### src/rtl/seg7_scan_decoder_pkg.sv
// Shared 7-segment glyph table (active-low, bit0=a .. bit6=g) and scan FSM states.
// The hex-to-7-seg encoder imports the same constants so both ends stay in step.
package seg7_scan_decoder_pkg;

  localparam logic [6:0] SEG_0     = 7'h40;
  localparam logic [6:0] SEG_1     = 7'h79;
  localparam logic [6:0] SEG_2     = 7'h24;
  localparam logic [6:0] SEG_3     = 7'h30;
  localparam logic [6:0] SEG_4     = 7'h19;
  localparam logic [6:0] SEG_5     = 7'h12;
  localparam logic [6:0] SEG_6     = 7'h02;
  localparam logic [6:0] SEG_7     = 7'h78;
  localparam logic [6:0] SEG_8     = 7'h00;
  localparam logic [6:0] SEG_9     = 7'h10;
  localparam logic [6:0] SEG_A     = 7'h08;
  localparam logic [6:0] SEG_B     = 7'h03;
  localparam logic [6:0] SEG_C     = 7'h46;
  localparam logic [6:0] SEG_D     = 7'h21;
  localparam logic [6:0] SEG_E     = 7'h06;
  localparam logic [6:0] SEG_F     = 7'h0E;
  localparam logic [6:0] SEG_BLANK = 7'h7F;

  typedef enum logic [1:0] {S_IDLE, S_QUAL, S_HOLD} state_e;

endpackage

### src/rtl/seg7_scan_decoder_to_hex.sv
// Combinational glyph decoder: active-low segment pattern -> hex value plus blank/illegal flags.
module seg7_to_hex
  import seg7_scan_decoder_pkg::*;
(
  input  logic [6:0] pat_i,
  output logic [3:0] value_o,
  output logic       blank_o,
  output logic       err_o
);

  always_comb begin
    value_o = 4'h0;
    blank_o = 1'b0;
    err_o   = 1'b0;
    case (pat_i)
      SEG_0:     value_o = 4'h0;
      SEG_1:     value_o = 4'h1;
      SEG_2:     value_o = 4'h2;
      SEG_3:     value_o = 4'h3;
      SEG_4:     value_o = 4'h4;
      SEG_5:     value_o = 4'h5;
      SEG_6:     value_o = 4'h6;
      SEG_7:     value_o = 4'h7;
      SEG_8:     value_o = 4'h8;
      SEG_9:     value_o = 4'h9;
      SEG_A:     value_o = 4'hA;
      SEG_B:     value_o = 4'hB;
      SEG_C:     value_o = 4'hC;
      SEG_D:     value_o = 4'hD;
      SEG_E:     value_o = 4'hE;
      SEG_F:     value_o = 4'hF;
      SEG_BLANK: blank_o = 1'b1;
      default:   err_o   = 1'b1;
    endcase
  end

endmodule

### src/rtl/seg7_scan_decoder.sv
// Snoops multiplexed 7-segment lines, qualifies each digit over STABLE_CYC synced cycles,
// and publishes one decoded frame per complete scan; flags stalls when the scan stops.
module seg7_scan_decoder
  import seg7_scan_decoder_pkg::*;
#(
  parameter int N_DIG       = 2,
  parameter int STABLE_CYC  = 4,
  parameter int TIMEOUT_CYC = 1024
) (
  input  logic                 i_clk,
  input  logic                 i_rst_n,
  input  logic [6:0]           i_seg,
  input  logic [N_DIG-1:0]     i_an,
  output logic [4*N_DIG-1:0]   o_value,
  output logic [N_DIG-1:0]     o_blank,
  output logic                 o_err,
  output logic                 o_valid,
  output logic                 o_stall
);

  localparam int CW = $clog2(STABLE_CYC + 1);
  localparam int TW = $clog2(TIMEOUT_CYC + 1);
  localparam int DW = (N_DIG > 1) ? $clog2(N_DIG) : 1;

  logic [6:0]            seg_s1_q, seg_s2_q;
  logic [N_DIG-1:0]      an_s1_q, an_s2_q;
  logic [N_DIG-1:0]      sel;
  logic                  sel_vld, same, cap, frame, timeout;
  logic [DW-1:0]         idx, d_q, d_d;
  logic [6:0]            pat_q, pat_d;
  logic [CW-1:0]         cnt_q, cnt_d;
  logic [TW-1:0]         stall_q, stall_d;
  state_e                state_q, state_d;

  logic [N_DIG-1:0][3:0] stage_q, stage_d, value_q;
  logic [N_DIG-1:0]      blank_stg_q, blank_stg_d, err_stg_q, err_stg_d, mask_q, mask_d;
  logic [N_DIG-1:0]      blank_q;
  logic                  err_q, valid_q;
  logic [3:0]            dec_value;
  logic                  dec_blank, dec_err;

  // The recorded pattern equals the live one whenever a capture fires, so decode the register.
  seg7_to_hex u_dec (
    .pat_i   (pat_q),
    .value_o (dec_value),
    .blank_o (dec_blank),
    .err_o   (dec_err)
  );

  assign sel     = ~an_s2_q;
  assign sel_vld = ($countones(sel) == 1);

  always_comb begin
    idx = '0;
    for (int i = 0; i < N_DIG; i++)
      if (sel[i]) idx = DW'(i);
  end

  assign same = (idx == d_q) && (seg_s2_q == pat_q);

  always_comb begin
    state_d = state_q;
    cnt_d   = cnt_q;
    d_d     = d_q;
    pat_d   = pat_q;
    cap     = 1'b0;
    case (state_q)
      S_IDLE: begin
        if (sel_vld) begin
          state_d = S_QUAL;
          cnt_d   = CW'(1);
          d_d     = idx;
          pat_d   = seg_s2_q;
        end
      end
      S_QUAL: begin
        if (!sel_vld) begin
          state_d = S_IDLE;
        end else if (same) begin
          if (cnt_q == CW'(STABLE_CYC - 1)) begin
            cap     = 1'b1;
            state_d = S_HOLD;
            cnt_d   = CW'(STABLE_CYC);
          end else begin
            cnt_d = cnt_q + CW'(1);
          end
        end else begin
          cnt_d = CW'(1);
          d_d   = idx;
          pat_d = seg_s2_q;
        end
      end
      S_HOLD: begin
        if (!sel_vld) begin
          state_d = S_IDLE;
        end else if (!same) begin
          state_d = S_QUAL;
          cnt_d   = CW'(1);
          d_d     = idx;
          pat_d   = seg_s2_q;
        end
      end
      default: state_d = S_IDLE;
    endcase
  end

  assign o_stall = (stall_q == TW'(TIMEOUT_CYC));
  assign stall_d = cap ? '0 : (o_stall ? stall_q : stall_q + TW'(1));
  assign timeout = (stall_d == TW'(TIMEOUT_CYC));
  assign frame   = &mask_q;

  // A stalled scan drops any partially assembled frame.
  always_comb begin
    stage_d     = stage_q;
    blank_stg_d = blank_stg_q;
    err_stg_d   = err_stg_q;
    mask_d      = mask_q;
    if (frame || timeout) mask_d = '0;
    if (frame) err_stg_d = '0;
    if (cap) begin
      stage_d[d_q]     = dec_value;
      blank_stg_d[d_q] = dec_blank;
      err_stg_d[d_q]   = dec_err;
      mask_d[d_q]      = 1'b1;
    end
  end

  always_ff @(posedge i_clk or negedge i_rst_n) begin
    if (!i_rst_n) begin
      seg_s1_q    <= '1;
      seg_s2_q    <= '1;
      an_s1_q     <= '1;
      an_s2_q     <= '1;
      state_q     <= S_IDLE;
      cnt_q       <= '0;
      d_q         <= '0;
      pat_q       <= '0;
      stall_q     <= '0;
      stage_q     <= '0;
      blank_stg_q <= '0;
      err_stg_q   <= '0;
      mask_q      <= '0;
      value_q     <= '0;
      blank_q     <= '0;
      err_q       <= 1'b0;
      valid_q     <= 1'b0;
    end else begin
      seg_s1_q    <= i_seg;
      seg_s2_q    <= seg_s1_q;
      an_s1_q     <= i_an;
      an_s2_q     <= an_s1_q;
      state_q     <= state_d;
      cnt_q       <= cnt_d;
      d_q         <= d_d;
      pat_q       <= pat_d;
      stall_q     <= stall_d;
      stage_q     <= stage_d;
      blank_stg_q <= blank_stg_d;
      err_stg_q   <= err_stg_d;
      mask_q      <= mask_d;
      valid_q     <= frame;
      if (frame) begin
        value_q <= stage_q;
        blank_q <= blank_stg_q;
        err_q   <= |err_stg_q;
      end
    end
  end

  assign o_value = value_q;
  assign o_blank = blank_q;
  assign o_err   = err_q;
  assign o_valid = valid_q;

endmodule

### config.mk
export PLATFORM = sky130hd
export DESIGN_NAME = seg7_scan_decoder
export DESIGN_NICKNAME = d
export VERILOG_FILES = /design/src/rtl/seg7_scan_decoder_pkg.sv /design/src/rtl/seg7_scan_decoder_to_hex.sv /design/src/rtl/seg7_scan_decoder.sv
export SDC_FILE = /design/constraint.sdc
export NUM_CORES = 1
export LEC_CHECK = 0
export ABC_AREA = 1
export CAP_MARGIN = 0
export CORE_MARGIN = 2
export CORE_UTILIZATION = 55
export CTS_BUF_LIST = sky130_fd_sc_hd__clkbuf_4
export CTS_CLUSTER_DIAMETER = 80
export DETAILED_ROUTE_END_ITERATION = 8
export MAX_ROUTING_LAYER = met4
export PLACE_DENSITY_LB_ADDON = 0.08
export SYNTH_ARGS = -nofsm -noshare
export SYNTH_HDL_FRONTEND = slang
export SYNTH_HIERARCHICAL = 1
export SYNTH_SLANG_ARGS = --single-unit
### constraint.sdc
create_clock -name i_clk -period 1.8 [get_ports i_clk]
set_clock_uncertainty 0.1 [all_clocks]
set_input_delay 0.18 -clock i_clk [delete_from_list [all_inputs] [get_ports i_clk]]
set_output_delay 0.18 -clock i_clk [all_outputs]
set_load 0.1 [all_outputs]
==> results of run 1 <==
cell families (layout without fill, tap and decap cells):
family	after synthesis	in the layout	share of synthesized area (%)
fa+ha+maj	8	8	2.891
simple gates	231	231	29.42
compound gates	40	41	7.734
flops	68	68	49.80
buf+inv	68	146	7.879
xor+xnor	9	9	2.277
per-stage QoR:
stage | cells | instance area, um2 | util (%)
after floorplan | 424 | 3492 | -
after global placement | 549 | 4011 | 66.96
after detailed placement | 549 | 4011 | 66.96
after CTS | 575 | 4399 | 73.43
after global routing | 578 | 4472 | 74.64
final | 578 | 4472 | 74.64
flip-flops by register name, indices dropped and copies added, names as in the netlist:
signal       flops
mask_q           2
pat_q            7
blank_stg_q      2
state_q          2
stall_q         11
stage_q          8
an_s1_q          2
seg_s2_q         7
o_blank          2
d_q              1
seg_s1_q         7
o_valid          1
cnt_q            3
o_value          8
err_stg_q        2
o_err            1
an_s2_q          2
cell type report:
class	count	share of cell area, %
Inverter	62	5.204
Timing Repair Buffer	68	12.90
Tap cell	75	2.098
Clock inverter	7	2.770
Sequential cell	68	38.56
Clock buffer	9	1.511
Multi-Input combinational cell	289	36.96
power by group through the flow:
stage	Sequential, mW	Combinational, mW	Clock (mW)
final	1.99	2.42	1.31
after global routing	2.03	2.68	1.40
after CTS	1.98	2.31	1.34
after detailed placement	2.00	2.10	0
after global placement	1.99	2.07	0
after floorplan	2.03	1.38	0
per-layer routing:
layer	vias up	part of all wire [%]	track usage [%]
met2	50	50	38.42
li1	1461	-	-
met4	0	1.3	9.240
met1	1389	45	27.82
met5	-	0	-
met3	9	3.6	3.777
synth_stat cells (all sizes together) (2+ instances only):
master,number,area share [%]
clkbuf,2,0.22
nand3,14,2.3
dfrtp,50,36
nor4,2,1.2
inv,62,6.7
xor2,6,1.5
o21ai,28,5.5
o31ai,2,0.43
nand2,151,17
buf,4,0.94
dfstp,18,14
a21oi,5,0.72
nand4,4,0.72
ha,8,2.9
o211ai,4,0.87
nor2,51,6.3
xnor2,3,0.76
nor3,7,1.0
critical path: cells and delay by family, from the launching register on:
| kind | cells | cell delay (ns) |
|---|---|---|
| simple gates | 7 | 0.95 |
| buf+inv | 2 | 0.23 |
| flops | 1 | 0.57 |
| compound gates | 1 | 0.05 |
worst min path at each step:
| stage | start | end | slack [ns] | cells after the start |
|---|---|---|---|---|
| after floorplan | i_rst_n | blank_stg_q[0] | -0.22 | 0 |
| after global placement | i_rst_n | pat_q[3] | 0.12 | 1 |
| after detailed placement | i_rst_n | d_q | 0.13 | 1 |
| after CTS | i_seg[4] | seg_s1_q[4] | 0.03 | 1 |
| after global routing | i_seg[4] | seg_s1_q[4] | 0.03 | 1 |
| final | i_seg[4] | seg_s1_q[4] | 0.05 | 1 |
what timing repair did:
| action | CTS | global route |
|---|---|---|
| resized for setup | 40 | 22 |
| setup buffers | 8 | 3 |
| hold buffers | 1 | 0 |
| hold endpoints to repair | 6 | 0 |
| pin swaps | 11 | 6 |
| cloned | 1 | 0 |
| endpoints found under the setup margin | 29 | 37 |
==> results.ini, run 1 <==
[run_status]
status = finished, violations left
violations = negative setup slack

[clock_network]
cts_made_buffers = 9
htreeDepth = 3
insertion_delay_ns = 0.42
cts_root_buf = clkbuf_4
cts_sinks = 68
clk_pin_slew_worst_paths_ns = 0.13
clock_path_buffers = 2
cts_tree = built

[cells_and_area]
nFillCells = 442
layout-drive-gt1-share_pct = 34.99
seq_area_um2 = 1724
final_nets = 517
final_common_cell = nand2_1
final_cell_mix = 117 x nand2_1, 50 x dfrtp_1, 50 x buf_4, 48 x inv_1, 41 x nor2_1
diodes = 0
area_delta_synth_final_pct = 29.17
multi_input_area_um2 = 1653

[timing]
slew_headroom_pct = 58.87
tightest_slew_ns = 0.6169
hold_viol = 0
period_needed_ns = 1.987
tns_ns = -2.834
setup_ws_ns = -0.1872
holdWs_ns = 0.04762
min_period_over_period_pct = 110.4
final-setup-viol-count = 22
rsz0062_at_grt = yes
max_freq_mhz = 503.2
slew_viol_final = 0

[hold_path]
holdCritPathClass = input port to flip-flop

[power_and_ir_drop]
internal_power_mw = 3.424
swShare_pct = 40.18
powerDensity_nw_per_um2 = 1280
p_comb_share_pct = 42.3
seqPwrFrac_pct = 34.8
total_power_mw = 5.725
netSwitchingPower_mw = 2.300
leakagePower_nw = 2.287
ir_drop_uv = 956.6
p_clk_share_pct = 22.9

[global_route]
gr-usage-all-layers_pct = 22.96
overflow = 0
grt_pass1_vias = 2793
grt_max_degree = 29
antenna_found_initial = 0
grt_pass1_wl_um = 12360

[synth]
synth_edf_count = 0
netlist_area_um2 = 3462
synthDistinctLibCells = 29
async_reset_ff_share_pct = 100.0
syn_nets = 443
synthCells = 424
synth_ff_type = dfrtp_1
ys_warn_count = 6
post_synth.cell_area_avg_um2 = 8.165
ys_seq_area_share_pct = 49.80
synth-seq-cells = 68

[critical_path]
endpoint_kind = flip-flop
cp-endpoint = stage_q[6]
critPathMaxStageDelay_ns = 0.57
cp_cell_sequence = inv_2, nand2_2, nand2_4, nor4_4, nand2_2, nor3b_4, buf_6, nand2_8, nand2_1, o21ai_2
critPathLaunch = seg_s2_q[2]
startpoint_type = flip-flop
path_max_fanout = 12
path_common_cell = nand2_2
r2r-end = stage_q[6]
worst_ep_arrival_time_ns = 2.21
path_class = flip-flop to flip-flop
rr_worst_depth = 10
worst-r2r-setup-slack_ns = -0.19
cp.required_ns = 2.02
r2r_start = seg_s2_q[2]
critPathSlowestCell = dfstp_2

[detailed_routing]
drt_iter0_drc = 143
dr_total_vias = 2909
drt_pass1_iterations = 4
drcViolationCount = 0
wl_per_cell_um = 12.67
wirelength_um = 7324
viasPerCell = 5.033
detail-route-antenna-nets = 0

[placed_design]
dp_hpwl_um = 5139
place_ws_ns = -0.3215
gp_congestion = 0.9222
port-buffer-count = 23

[die]
die-area_um2 = 6946
io_pins = 24
fp.coreArea_um2 = 5991
die_w_um = 83.34
rows = 28
floorplan.initialDensity_pct = 57.79
dieHeight_um = 83.34

[flow_run]
maxCapViolCount = 0

Power figures use the tool's default switching activity.
==> run 2: changes to the inputs <==
--- a/config.mk
+++ b/config.mk
@@ -8,8 +8,8 @@
 export ABC_AREA = 1
 export CAP_MARGIN = 0
 export CORE_MARGIN = 2
-export CORE_UTILIZATION = 55
-export CTS_BUF_LIST = sky130_fd_sc_hd__clkbuf_4
+export CORE_UTILIZATION = 53
+export CTS_BUF_LIST = sky130_fd_sc_hd__clkbuf_8 sky130_fd_sc_hd__clkbuf_16
 export CTS_CLUSTER_DIAMETER = 80
 export DETAILED_ROUTE_END_ITERATION = 8
 export MAX_ROUTING_LAYER = met4
==> results.ini, run 2 (synthesis results as in run 1) <==
[cells_and_area]
nFillCells = 486  ; +10%
largest_register_ffs = 11  ; unchanged
utilization_pct = 73.00  ; -1.6 points
fin_cells = 579  ; +0.17%
final_cell_mix = 103 x nand2_1, 50 x dfrtp_1, 49 x inv_1, 45 x buf_4, 39 x nor2_1
area_delta_synth_final_pct = 33.90
final_common_cell = nand2_1
seq_area_um2 = 1724  ; unchanged
final_nets = 516  ; -0.19%
layout-drive-gt1-share_pct = 38.25  ; +3.3 points
top_register = stall_q
design_area_um2 = 4636  ; +3.7%
multi_input_area_um2 = 1755  ; +6.2%
diodes = 0  ; unchanged

[detailed_routing]
wl_per_cell_um = 12.47  ; -1.6%
detail-route-antenna-nets = 0  ; unchanged
drcViolationCount = 0  ; unchanged
drt_iter0_drc = 127  ; -11%
viasPerCell = 4.924  ; -2.2%
drt_pass1_iterations = 4  ; unchanged
dr_total_vias = 2851  ; -2.0%
wirelength_um = 7222  ; -1.4%

[timing]
min_period_over_period_pct = 112.8  ; +2.4 points
max_freq_mhz = 492.4  ; -2.2%
setup_ws_ns = -0.2310  ; -0.04385 ns
final-setup-viol-count = 30  ; +36%
rsz0062_at_grt = yes
hold_viol = 0  ; unchanged
holdWs_ns = 0.1393  ; +0.09166 ns
slew_headroom_pct = 74.02  ; +15 points
slew_viol_final = 0  ; unchanged
period_needed_ns = 2.031  ; +0.04385 ns
tightest_slew_ns = 0.3867  ; -0.2303 ns
tns_ns = -4.109  ; -1.275 ns

[hold_path]
whs_path_depth = 1  ; unchanged
holdCritPathClass = input port to flip-flop

[clock_network]
cts_sinks = 68  ; unchanged
cts_root_buf = clkbuf_8
clk_pin_slew_worst_paths_ns = 0.07  ; -0.06 ns
cts_made_buffers = 9  ; unchanged
cts_tree = built
clock_path_buffers = 2  ; unchanged
insertion_delay_ns = 0.34  ; -0.08 ns
htreeDepth = 3  ; unchanged

[critical_path]
path_max_fanout = 5  ; -7
startpoint_type = flip-flop
critPathMaxStageDelay_ns = 0.54  ; -0.03 ns
worst_ep_arrival_time_ns = 2.16  ; -0.05 ns
rr_worst_depth = 10  ; unchanged
path_class = flip-flop to flip-flop
critPathSlowestCell = dfstp_2
cp.required_ns = 1.93  ; -0.09 ns
cp_cell_sequence = inv_1, nand2_1, nand2_2, nor4_4, nand2_2, nor3b_4, buf_12, buf_6, or2_2, inv_1
endpoint_kind = flip-flop

[global_route]
grt_pass1_wl_um = 11990  ; -3.0%
overflow = 0  ; unchanged
grt_max_degree = 54  ; +86%
antenna_found_initial = 0  ; unchanged
grt_pass1_vias = 2738  ; -2.0%
gr-usage-all-layers_pct = 21.47  ; -1.5 points

[power_and_ir_drop]
total_power_mw = 5.995  ; +4.7%
leakagePower_nw = 2.357  ; +3.1%
ir_drop_uv = 956.2  ; about the same
powerDensity_nw_per_um2 = 1293  ; +1.0%

[placed_design]
post_dp_cell_area_um2 = 4034  ; +0.56%
gp_congestion = 0.9025  ; -2.1%
port-buffer-count = 23  ; unchanged
placedCellCount = 552  ; +0.55%
place_ws_ns = -0.2720  ; +0.04953 ns
dp_hpwl_um = 4942  ; -3.8%

[die]
die-area_um2 = 7194  ; +3.6%
floorplan.initialDensity_pct = 54.52  ; -3.3 points
die_w_um = 84.82  ; +1.8%
rows = 29  ; +3.6%
fp.coreArea_um2 = 6350  ; +6.0%
io_pins = 24  ; unchanged
dieHeight_um = 84.82  ; +1.8%

[flow_run]
maxCapViolCount = 0  ; unchanged

[run_status]
status = finished, violations left
violations = negative setup slack

## run 2: cell type report
| class | count | share of cell area [%] |
|---|---|---|
| Timing Repair Buffer | 66 | 13.04 |
| Tap cell | 77 | 2.078 |
| Clock buffer | 9 | 2.672 |
| Multi-Input combinational cell | 290 | 37.87 |
| Sequential cell | 68 | 37.19 |
| Clock inverter | 7 | 2.132 |
| Inverter | 62 | 5.020 |
## run 2: worst max-delay path: cells and delay by family (launching register included)
family	cells	cell delay, ns
DFF	1	0.54
and+or+nand+nor	6	0.92
buffers and inverters	4	0.37
## run 2: power breakdown
part	leakage [nW]	internal (mW)	switching (mW)
clock	0.110	0.789	0.606
sequential	0.849	1.77	0.231
combinational	1.40	1.04	1.55
## run 2: repair_timing
item                       4_1_cts  5_1_grt
resized for setup               36       53
hold buffers                     1        0
buffers inserted                 4        3
setup endpoints to repair       30       33
hold endpoints to repair        15        0
pin swaps                        8        7
gates cloned                     2        1
## run 2: worst paths after layout
kind	startpoint	to	slack, ns
setup / recovery	seg_s2_q[4]	stall_q[7]	-0.23
hold / removal	i_seg[4]	seg_s1_q[4]	0.14
setup reg to reg	seg_s2_q[4]	stall_q[7]	-0.23
hold reg to reg	an_s1_q[0]	an_s2_q[0]	0.26
max in group asynchronous	i_rst_n	seg_s2_q[0]	0.78
min in group asynchronous	i_rst_n	stall_q[0]	0.18
## run 2: per-layer routing
layer / vias to the layer above / part of all wire, % / track usage (%) / routed length [um]
li1: 1454 / - / - / -
met4: 0 / 1.2 / 6.494 / 89
met1: 1331 / 44 / 27.41 / 3213
met5: - / 0 / - / 0
met3: 7 / 4.3 / 5.739 / 309
met2: 59 / 50 / 33.86 / 3609
